### config.mk
export PLATFORM = sky130hd
export DESIGN_NAME = spi_target_engine
export DESIGN_NICKNAME = d
export VERILOG_FILES = /design/src/rtl/spi_pkg.sv /design/src/rtl/spi_target_sync.sv /design/src/rtl/spi_target_engine.sv
export SDC_FILE = /design/constraint.sdc
export NUM_CORES = 1
export LEC_CHECK = 0
export BUFFER_PORTS_ARGS = -buffer_cell sky130_fd_sc_hd__buf_2
export CAP_MARGIN = 20
export CORE_MARGIN = 1
export CORE_UTILIZATION = 40
export CTS_BUF_LIST = sky130_fd_sc_hd__clkbuf_16
export DETAILED_ROUTE_END_ITERATION = 8
export PLACE_DENSITY = 0.64
export SYNTH_ARGS = -nofsm -noshare
export SYNTH_HDL_FRONTEND = slang
export SYNTH_SLANG_ARGS = --single-unit
### constraint.sdc
create_clock -name clk_i -period 2.8 [get_ports clk_i]
set_clock_uncertainty 0.05 [all_clocks]
set_input_delay 0 -clock clk_i [delete_from_list [all_inputs] [get_ports clk_i]]
set_output_delay 0 -clock clk_i [all_outputs]
set_load 0.01 [all_outputs]
### src/rtl/spi_pkg.sv
// Shared SPI definitions for the controller and target engines.
package spi_pkg;

  localparam int unsigned SPI_FRAME_BITS = 8;

  // Bit 1 = CPOL, bit 0 = CPHA, matching the mode_i encoding.
  typedef struct packed {
    logic cpol;
    logic cpha;
  } spi_mode_t;

  typedef enum logic [1:0] {
    TGT_IDLE   = 2'd0,
    TGT_SELECT = 2'd1,
    TGT_SHIFT  = 2'd2
  } spi_tgt_state_e;

endpackage

### src/rtl/spi_target_sync.sv
// Two-flop synchronizer with optional rise/fall detection on the synced level.
module spi_target_sync
  import spi_pkg::*;
#(
  parameter bit EDGE_EN   = 1'b1,
  parameter bit RESET_VAL = 1'b0
) (
  input  logic clk_i,
  input  logic reset_n_i,
  input  logic async_i,
  output logic sync_o,
  output logic rise_o,
  output logic fall_o
);

  logic [1:0] sync_q, sync_d;

  always_comb sync_d = {sync_q[0], async_i};

  always_ff @(posedge clk_i or negedge reset_n_i) begin
    if (!reset_n_i) sync_q <= {2{RESET_VAL}};
    else            sync_q <= sync_d;
  end

  assign sync_o = sync_q[1];

  generate
    if (EDGE_EN) begin : g_edge
      logic last_q, last_d;

      always_comb last_d = sync_q[1];

      always_ff @(posedge clk_i or negedge reset_n_i) begin
        if (!reset_n_i) last_q <= RESET_VAL;
        else            last_q <= last_d;
      end

      assign rise_o = sync_q[1] & ~last_q;
      assign fall_o = ~sync_q[1] & last_q;
    end else begin : g_no_edge
      assign rise_o = 1'b0;
      assign fall_o = 1'b0;
    end
  endgenerate

endmodule

### src/rtl/spi_target_engine.sv
// Byte-oriented SPI target engine, all four CPOL/CPHA modes, 8-bit frames.
// Optional macro SPI_TARGET_LSB_FIRST_EN selects LSB-first framing.
module spi_target_engine
  import spi_pkg::*;
(
  input  logic       clk_i,
  input  logic       reset_n_i,
  input  logic       enable_i,
  input  logic [1:0] mode_i,
  input  logic [7:0] tx_data_i,
  input  logic       tx_valid_i,
  output logic       tx_ready_o,
  output logic [7:0] rx_data_o,
  output logic       rx_valid_o,
  input  logic       spi_clk_i,
  input  logic       spi_mosi_i,
  input  logic       spi_csn_i,
  output logic       spi_miso_o,
  output logic       spi_miso_oe_o,
  output logic       busy_o,
  output logic       done_o,
  output logic       underrun_o
);

`ifdef SPI_TARGET_LSB_FIRST_EN
  function automatic logic [7:0] rx_shift(input logic [7:0] sr, input logic bit_in);
    return {bit_in, sr[7:1]};
  endfunction
  function automatic logic [7:0] tx_shift(input logic [7:0] sr);
    return {1'b0, sr[7:1]};
  endfunction
  function automatic logic tx_bit(input logic [7:0] sr);
    return sr[0];
  endfunction
`else
  function automatic logic [7:0] rx_shift(input logic [7:0] sr, input logic bit_in);
    return {sr[6:0], bit_in};
  endfunction
  function automatic logic [7:0] tx_shift(input logic [7:0] sr);
    return {sr[6:0], 1'b0};
  endfunction
  function automatic logic tx_bit(input logic [7:0] sr);
    return sr[7];
  endfunction
`endif

  logic sclk_sync, sclk_rise, sclk_fall;
  logic csn_sync, csn_rise, csn_fall;
  logic mosi_sync, mosi_rise, mosi_fall;
  logic unused_sync;

  spi_target_sync #(.EDGE_EN(1'b1), .RESET_VAL(1'b0)) u_sync_sclk (
    .clk_i     (clk_i),
    .reset_n_i (reset_n_i),
    .async_i   (spi_clk_i),
    .sync_o    (sclk_sync),
    .rise_o    (sclk_rise),
    .fall_o    (sclk_fall)
  );

  // CSN idles high, so its flops reset high to avoid a false select.
  spi_target_sync #(.EDGE_EN(1'b1), .RESET_VAL(1'b1)) u_sync_csn (
    .clk_i     (clk_i),
    .reset_n_i (reset_n_i),
    .async_i   (spi_csn_i),
    .sync_o    (csn_sync),
    .rise_o    (csn_rise),
    .fall_o    (csn_fall)
  );

  spi_target_sync #(.EDGE_EN(1'b0), .RESET_VAL(1'b0)) u_sync_mosi (
    .clk_i     (clk_i),
    .reset_n_i (reset_n_i),
    .async_i   (spi_mosi_i),
    .sync_o    (mosi_sync),
    .rise_o    (mosi_rise),
    .fall_o    (mosi_fall)
  );

  assign unused_sync = ^{sclk_sync, csn_sync, mosi_rise, mosi_fall};

  spi_tgt_state_e state_q, state_d;
  spi_mode_t      mode_q, mode_d;
  logic [7:0]     tx_sr_q, tx_sr_d;
  logic [7:0]     rx_sr_q, rx_sr_d;
  logic [7:0]     hold_q, hold_d;
  logic [7:0]     rx_data_q, rx_data_d;
  logic [2:0]     bit_cnt_q, bit_cnt_d;
  logic           hold_full_q, hold_full_d;
  logic           reload_q, reload_d;
  logic           first_q, first_d;
  logic           rx_valid_q, rx_valid_d;
  logic           done_q, done_d;
  logic           underrun_q, underrun_d;
  logic           miso_q, miso_d;
  logic           active_q, active_d;

  logic           lead_e, trail_e, sample_e, shift_e;
  logic           load_tx, abort;

  // Map SCLK edges onto sample/shift edges for the latched mode.
  always_comb begin
    lead_e   = mode_q.cpol ? sclk_fall : sclk_rise;
    trail_e  = mode_q.cpol ? sclk_rise : sclk_fall;
    sample_e = mode_q.cpha ? trail_e : lead_e;
    shift_e  = mode_q.cpha ? lead_e  : trail_e;
  end

  // Next-state for the FSM, shift registers, holding buffer and pulses.
  always_comb begin
    state_d     = state_q;
    mode_d      = mode_q;
    tx_sr_d     = tx_sr_q;
    rx_sr_d     = rx_sr_q;
    hold_d      = hold_q;
    hold_full_d = hold_full_q;
    rx_data_d   = rx_data_q;
    bit_cnt_d   = bit_cnt_q;
    reload_d    = reload_q;
    first_d     = first_q;
    rx_valid_d  = 1'b0;
    done_d      = 1'b0;
    underrun_d  = 1'b0;
    load_tx     = 1'b0;
    abort       = 1'b0;

    if (!enable_i) begin
      abort = 1'b1;
    end else begin
      case (state_q)
        TGT_IDLE: begin
          if (csn_fall) begin
            state_d = TGT_SELECT;
            mode_d  = spi_mode_t'(mode_i);
          end
        end
        TGT_SELECT: begin
          if (csn_rise) begin
            abort  = 1'b1;
            done_d = 1'b1;
          end else begin
            load_tx = 1'b1;
            state_d = TGT_SHIFT;
          end
        end
        TGT_SHIFT: begin
          if (csn_rise) begin
            abort  = 1'b1;
            done_d = 1'b1;
          end else if (sample_e) begin
            rx_sr_d   = rx_shift(rx_sr_q, mosi_sync);
            bit_cnt_d = bit_cnt_q + 3'd1;
            if (bit_cnt_q == 3'(SPI_FRAME_BITS - 1)) begin
              rx_data_d  = rx_sr_d;
              rx_valid_d = 1'b1;
              reload_d   = 1'b1;
            end
          end else if (shift_e) begin
            // A pending byte boundary turns this shift into a reload; with
            // CPHA=1 the very first leading edge leaves bit 7 in place.
            first_d = 1'b0;
            if (reload_q) begin
              load_tx  = 1'b1;
              reload_d = 1'b0;
            end else if (!(first_q && mode_q.cpha)) begin
              tx_sr_d = tx_shift(tx_sr_q);
            end
          end
        end
        default: abort = 1'b1;
      endcase
    end

    if (abort) begin
      state_d   = TGT_IDLE;
      bit_cnt_d = '0;
      rx_sr_d   = '0;
      reload_d  = 1'b0;
      first_d   = 1'b1;
    end

    if (load_tx) begin
      tx_sr_d     = hold_full_q ? hold_q : '0;
      underrun_d  = ~hold_full_q;
      hold_full_d = 1'b0;
    end

    // A capture in the same cycle as a load refills the buffer afterwards.
    if (tx_valid_i && !hold_full_q) begin
      hold_d      = tx_data_i;
      hold_full_d = 1'b1;
    end

    active_d = (state_d != TGT_IDLE);
    miso_d   = active_d & tx_bit(tx_sr_d);
  end

  // State and output registers.
  always_ff @(posedge clk_i or negedge reset_n_i) begin
    if (!reset_n_i) begin
      state_q     <= TGT_IDLE;
      mode_q      <= '0;
      tx_sr_q     <= '0;
      rx_sr_q     <= '0;
      hold_q      <= '0;
      hold_full_q <= 1'b0;
      rx_data_q   <= '0;
      bit_cnt_q   <= '0;
      reload_q    <= 1'b0;
      first_q     <= 1'b1;
      rx_valid_q  <= 1'b0;
      done_q      <= 1'b0;
      underrun_q  <= 1'b0;
      miso_q      <= 1'b0;
      active_q    <= 1'b0;
    end else begin
      state_q     <= state_d;
      mode_q      <= mode_d;
      tx_sr_q     <= tx_sr_d;
      rx_sr_q     <= rx_sr_d;
      hold_q      <= hold_d;
      hold_full_q <= hold_full_d;
      rx_data_q   <= rx_data_d;
      bit_cnt_q   <= bit_cnt_d;
      reload_q    <= reload_d;
      first_q     <= first_d;
      rx_valid_q  <= rx_valid_d;
      done_q      <= done_d;
      underrun_q  <= underrun_d;
      miso_q      <= miso_d;
      active_q    <= active_d;
    end
  end

  assign tx_ready_o    = ~hold_full_q;
  assign rx_data_o     = rx_data_q;
  assign rx_valid_o    = rx_valid_q;
  assign spi_miso_o    = miso_q;
  assign spi_miso_oe_o = active_q;
  assign busy_o        = active_q;
  assign done_o        = done_q;
  assign underrun_o    = underrun_q;

endmodule

After elaboration in Yosys (flattened, before gate mapping)
Index checks and enable logic that the tools add are counted.

operators by class
  bitwise gates (word level) = 11
  multiplexer cells = 60
  add/sub/neg operators = 1
  equal/unequal tests = 10
  reduce and logical (&&, ||, !) cells = 21

operators by type and width
  operator                                             count
  2-to-1 mux 8 bit                                     9
  2-to-1 mux 7 bit                                     5
  2-to-1 mux 1 bit                                     34
  nonzero test 2 bit                                   9
  2-to-1 mux 3 bit                                     5
  AND reduction 5 bit                                  3
  != test 2 x 1 -> 1 bit, second input constant        5
  2-to-1 mux 2 bit                                     4
  AND reduction 7 bit                                  1
  inverter 1 bit                                       6
  AND 1 bit                                            5
  one-hot mux 1 bit (2 select lines)                   2
  one-hot mux 2 bit (2 select lines)                   1
  AND reduction 4 bit                                  1
  adder 3 x 1 -> 3 bit, second input constant          1
  equality test 3 bit, second input constant           1
  != test 3 x 1 -> 1 bit, second input constant        1
  AND reduction 3 bit                                  1
  nonzero test 3 bit                                   1
  equality test 2 x 1 -> 1 bit, second input constant  1
  equality test 2 bit, second input constant           1
  logical AND 1 bit                                    2
  logical NOT 2 bit                                    1
  != test 2 bit, second input constant                 1
  2 further kinds                                      2

storage, ports and cells
  input port bits = 17
  register bits after elaboration = 54
  output and inout port bits = 15
  word-level logic and storage cells = 125

Logic depth before layout (Yosys ltp)
  word-level depth = 11
  depth in mapped cells = 7
  gate-level depth less buffers = 7

By module
Synthesis repeated with hierarchy kept, for this count alone.

unflattened totals
  cell total of the unflattened synthesis = 211
  area, all modules = 2491.1 um^2

modules (own cells, without submodules)
  module                          cells an instance  area an instance (um^2)  seq. area each (um^2)  times used
  spi_target_engine               196                2238.4                   1152.4                 1
  spi_target_sync at u_sync_csn   5                  93.8                     78.8                   1
  spi_target_sync at u_sync_sclk  5                  90.1                     75.1                   1
  spi_target_sync at u_sync_mosi  5                  68.8                     50.0                   1

Worst setup path before layout
Ideal clock, no wire load.

  path kind = register -> register
  from = register state_q[0]
  to = register rx_data_q[0], in the netlist rx_data_o[0]
  path slack = 1.039 ns
  setup time = 0.125 ns
  period minus slack after synthesis = 1.761 ns
  buffers on the path = 1
  cell stages (with the launch flop) = 8
  arrival = 1.586 ns
  required time = 2.625 ns
  cell sequence = dfrtp_1 inv_1 ha_1 nand2_1 nor2_1 and3_1 buf_2 mux2_2

on the way
  longest elaborated chain between the ends = 2

ends and longest elaborated chain
  what                                  line                      text
  from (decl)                           spi_target_engine.sv:82   spi_tgt_state_e state_q, state_d;
  from (signal assigned)                spi_target_engine.sv:217  state_q <= state_d;
  equality test 2 bit                   spi_target_engine.sv:130  case (state_q)
  AND reduction 5 bit (no source line)  --
  to (signal assigned)                  spi_target_engine.sv:223  rx_data_q <= rx_data_d;
  to (decl)                             spi_target_engine.sv:87   logic [7:0] rx_data_q, rx_data_d;

No other way between the ends.
A chain may end at the register's enable or synchronous reset.

Worst setup path in the final report
  from = register state_q[1]
  to = register active_q, in the netlist busy_o

on the way
  longest elaborated chain between the ends = 6
  elaborated cells between the ends (all ways) = 12
  those cells by class = 2 x eq/ne; 7 x mux; 3 x reduce/logical

ends and longest elaborated chain
  what                                                                 line                      text
  equality test 2 bit or equality test 2 x 1 -> 1 bit (tied branches)  spi_target_engine.sv:130
  OR reduction 2 bit (no source line)                                  --
  one-hot mux 1 bit (2 select lines)                                   spi_target_engine.sv:130
  2-to-1 mux 1 bit                                                     spi_target_engine.sv:127  if (!enable_i) begin
  2-to-1 mux 2 bit (*)                                                 spi_target_engine.sv:174  if (abort) begin
  net state_d[0]                                                       spi_target_engine.sv:82
  nonzero test 2 bit (*)                                               spi_target_engine.sv:194  active_d = (state_d != TGT_IDLE);
  net active_d                                                         spi_target_engine.sv:96   logic active_q, active_d;
  to (signal assigned)                                                 spi_target_engine.sv:231  active_q <= active_d;
  to (decl)                                                            spi_target_engine.sv:96

Mark *: on every way through the listed nets, which the timed path passes. The rest lies on a longest branch.

==> summary by stage <==
Critical path
The startpoint type of the worst setup path is a register. The signal on the critical path passes through inv_1 > ha_1 > o21ai_0 > a21o_1 > a21oi_1 > or2_2. The capturing element type of the critical path is a register. Together, buffers and inverters on the worst path number 1.

The kind of cell with the highest combined delay along the critical path is compound AO/OA/AOI/OAI gates. The largest individual stage delay along the critical path comes from the cell dfrtp_1. The worst-path maximum fanout is 13.

The worst stage delay on the critical path is 0.39 ns. The critical path runs through a total of 6 cells. The number of cells on the worst reg-to-reg path is 6.

The arrival time of data at the critical path endpoint is 2.15 ns. For the worst setup path, the data required time is 2.92 ns. The worst register-to-register path has a setup slack of 0.77 ns. The worst setup path category is register to register.

Flow run
The max-capacitance violation count is 0.

STA
At the pin with the least slew margin, the transition time is 0.807 ns. Once routing completed, OpenROAD measured the worst setup slack at 0.770 ns. Summed over all failing endpoints, the final setup total negative slack is 0 ns. The max-slew violation count is 0.

The hold violation total from the final report is 0. Static timing analysis puts the maximum clock frequency at 0.493 GHz. For the finished layout, the period the worst path requires is 2.03 ns.

The share of the cycle needed by the critical path after routing is 72.5%. Setup violations remaining at the end of the flow were counted as 0. The max-slew headroom at the worst pin is 46.1%. Setup repair after global routing left no endpoint under its margin.

GRT
The met3 global-route usage is 4.35%. Entering global routing, the biggest net connects 24 pins. The met2 track demand over resource is 24.9%.

The global route total overflow is 0. For met1 alone, demand over resource in global routing was 16.8%. Across every metal layer, demand over resource in global routing totals 14.3%. The initial antenna violation count is 0. The global-route wire length before repair is 6720 um. The via count of the first global-routing pass is 1,493. met2 is the most crowded layer.

Place
The final weighted congestion of routability-driven global placement is 0.783. The count of buffers from port buffering is 31. OpenSTA, run right after detailed placement, puts the worst setup slack at 0.797 ns.

The detailed placement HPWL is 2640 um. After detailed placement, the total cell area comes to 2510 um2.

Final layout
For this run, the post-layout net count is 243. From synthesis to final layout, the design area changed by 24.0%. The cell area after layout is 2830 um2. For this run, the share of the core covered by cells in the final layout is 51.3%. The number of antenna repair diodes is 0. Cells with a size suffix above 1 make up 32.0% of the layout.

Pwr
For this design the static power due to leakage is 1.37 nW. Across the VDD grid, the largest voltage drop is 0.336 mV. Overall power consumption after layout is estimated at 1.93 mW. The cell area power density is 683 nW/um2.

Yosys
Each instance of the synthesized netlist takes up on average 13.3 um2. The distinct cell type count after synthesis is 34. The proportion of register bits with asynchronous set or reset after synthesis is 100%. Sorting the synthesized cells by how often they occur yields 50 x dfrtp_1, 25 x mux2i_1, 18 x mux2_2, 16 x nor2_1, 10 x nand2_1. The synthesized instance count is 172.

The part of the Yosys area used for sequential elements is 59.5%. The synthesized design contains 54 register bits. The top cell type's share of synthesized area is 54.9%. Sorting the synthesized cells by area gives the leading types as dfrtp_1 55%, mux2i_1 11%, mux2_2 8.9%, dfstp_2 4.6%, ha_1 2.7%. Counting flops with a built-in enable in the synthesized netlist gives 0. The cell area after technology mapping is 2280 um2. The Yosys step of the flow raised 0 warnings.

The post-synthesis cell type with the largest combined area is dfrtp_1. The most common cell in the synthesized netlist is dfrtp_1. The most frequently used flop master after synthesis is dfrtp_1. When the netlist entered floorplanning its net count stood at 194.

Route
The number of design rule violations left after detail routing is 0. The first TritonRoute pass finished after 4 iterations. The number of DRC markers in iteration 0 is 78.

In the final routed layout, each cell accounts on average for 13.3 um. Summed over all layers, the routed wires come to 3900 um. The detailed router placed 1,424 vias in this run. Using the TritonRoute via totals, the vias-per-cell ratio works out to 4.84. The count of nets left with antenna violations once routing finished came out at 0.

Die
The placeable core area is 5510 um2. The die is 77.5 um tall. Row generation in the floorplan step produced 27 rows. The I/O pin count is 32. The starting density of the core is 41.4%.

The die covers 6010 um2. The horizontal die dimension is 77.5 um.

Clock tree
The TritonCTS clock tree is built. For the worst-skew pair, the clock arrives at the later sink with an insertion delay of 0.29 ns. The clock sink total is 54. The clock-pin slew of the registers on the worst-case setup and hold paths is 0.07 ns. The deepest clock path buffer count is 2. The clock tree synthesis step divided the H-tree into 2 levels.

The cell at the root of the clock tree is clkbuf_16. The TritonCTS buffer count is 5.

Min path
The kind of path behind the tightest hold check is input pin to asynchronous set/reset pin.

Status
The run finished with clean final reports.
-- worst paths after layout --
check	start	endpoint
worst min-delay path	reset_n_i	hold_q[0]
min in group clk_i	tx_valid_i	hold_full_q
worst max register to register	state_q[1]	busy_o
max in group asynchronous	reset_n_i	u_sync_csn.g_edge.last_q
worst max-delay path	state_q[1]	busy_o
worst min register to register	u_sync_sclk.sync_q[0]	u_sync_sclk.sync_q[1]
-- area by class of cell --
cell class	count	area, um2
Fill cell	475	2680
Sequential cell	54	1360
Multi-Input combinational cell	108	872
Timing Repair Buffer	49	328
Clock buffer	5	125
Tap cell	72	90.1
Clock inverter	3	43.8
Inverter	3	11.3
-- placed cells by master, fill, tap and decap left out, types with 4 or more instances in the layout --
master,count
nor2_1,16
mux2i_1,25
buf_2,31
ha_1,5
dlygate4sd3_1,15
a21oi_1,4
dfstp_2,4
nor2b_1,5
mux2_2,18
dfrtp_1,50
nand2_1,10
clkbuf_16,5
-- stage by stage --
| stage | instances | hold slack (ns) |
|---|---|---|
| floorplan | 172 | -0.346 |
| global placement | 271 | -0.0380 |
| detailed placement | 271 | -0.0388 |
| CTS | 294 | 0.196 |
| global route | 294 | 0.235 |
| finish | 294 | 0.173 |
-- power by group --
part	internal, mW	total, mW	switching (mW)	leakage (nW)
logic	0.155	0.282	0.127	0.587
registers	0.883	0.957	0.0740	0.700
clock network	0.423	0.692	0.269	0.0842
-- logic make-up after synthesis --
family / Yosys count / share of synthesized area (%)
AO/OA/AOI/OAI: 15 / 4.83
XOR/XNOR: 2 / 1.10
adder cells (fa/ha/maj): 5 / 2.74
buffers and inverters: 10 / 2.25
flip-flops: 54 / 59.5
multiplexers: 44 / 20.5
AND/OR/NAND/NOR: 42 / 9.06
-- routing by layer --
metal	vias to the layer above	share of wire, %
li1	696	-
met1	697	46
met2	29	50
met3	2	3.8
met4	0	0.33
met5	-	0
-- worst reg2reg max path, stage by stage (launching register included) --
cell and delay (ns):
dfrtp_1 0.39, inv_1 0.10, ha_1 0.32, o21ai_0 0.23, a21o_1 0.38, a21oi_1 0.13
or2_2 0.31
-- timing repair --
| action | in CTS | in global routing |
|---|---|---|
| buffers inserted | 0 | 0 |
| hold endpoints to repair | 35 | 0 |
| hold buffers | 15 | 0 |
| resized for setup | 0 | 0 |
-- flip-flops by register name, summed over array words and instances (netlist names), 2 cells and up --
name,count
bit_cnt_q,3
hold_q,8
mode_q,2
rx_data_o,8
rx_sr_q,7
state_q,2
tx_sr_q,8
u_sync_csn.sync_q,2
u_sync_mosi.sync_q,2
u_sync_sclk.sync_q,2
Note: power is estimated with default switching activity, not from simulation.
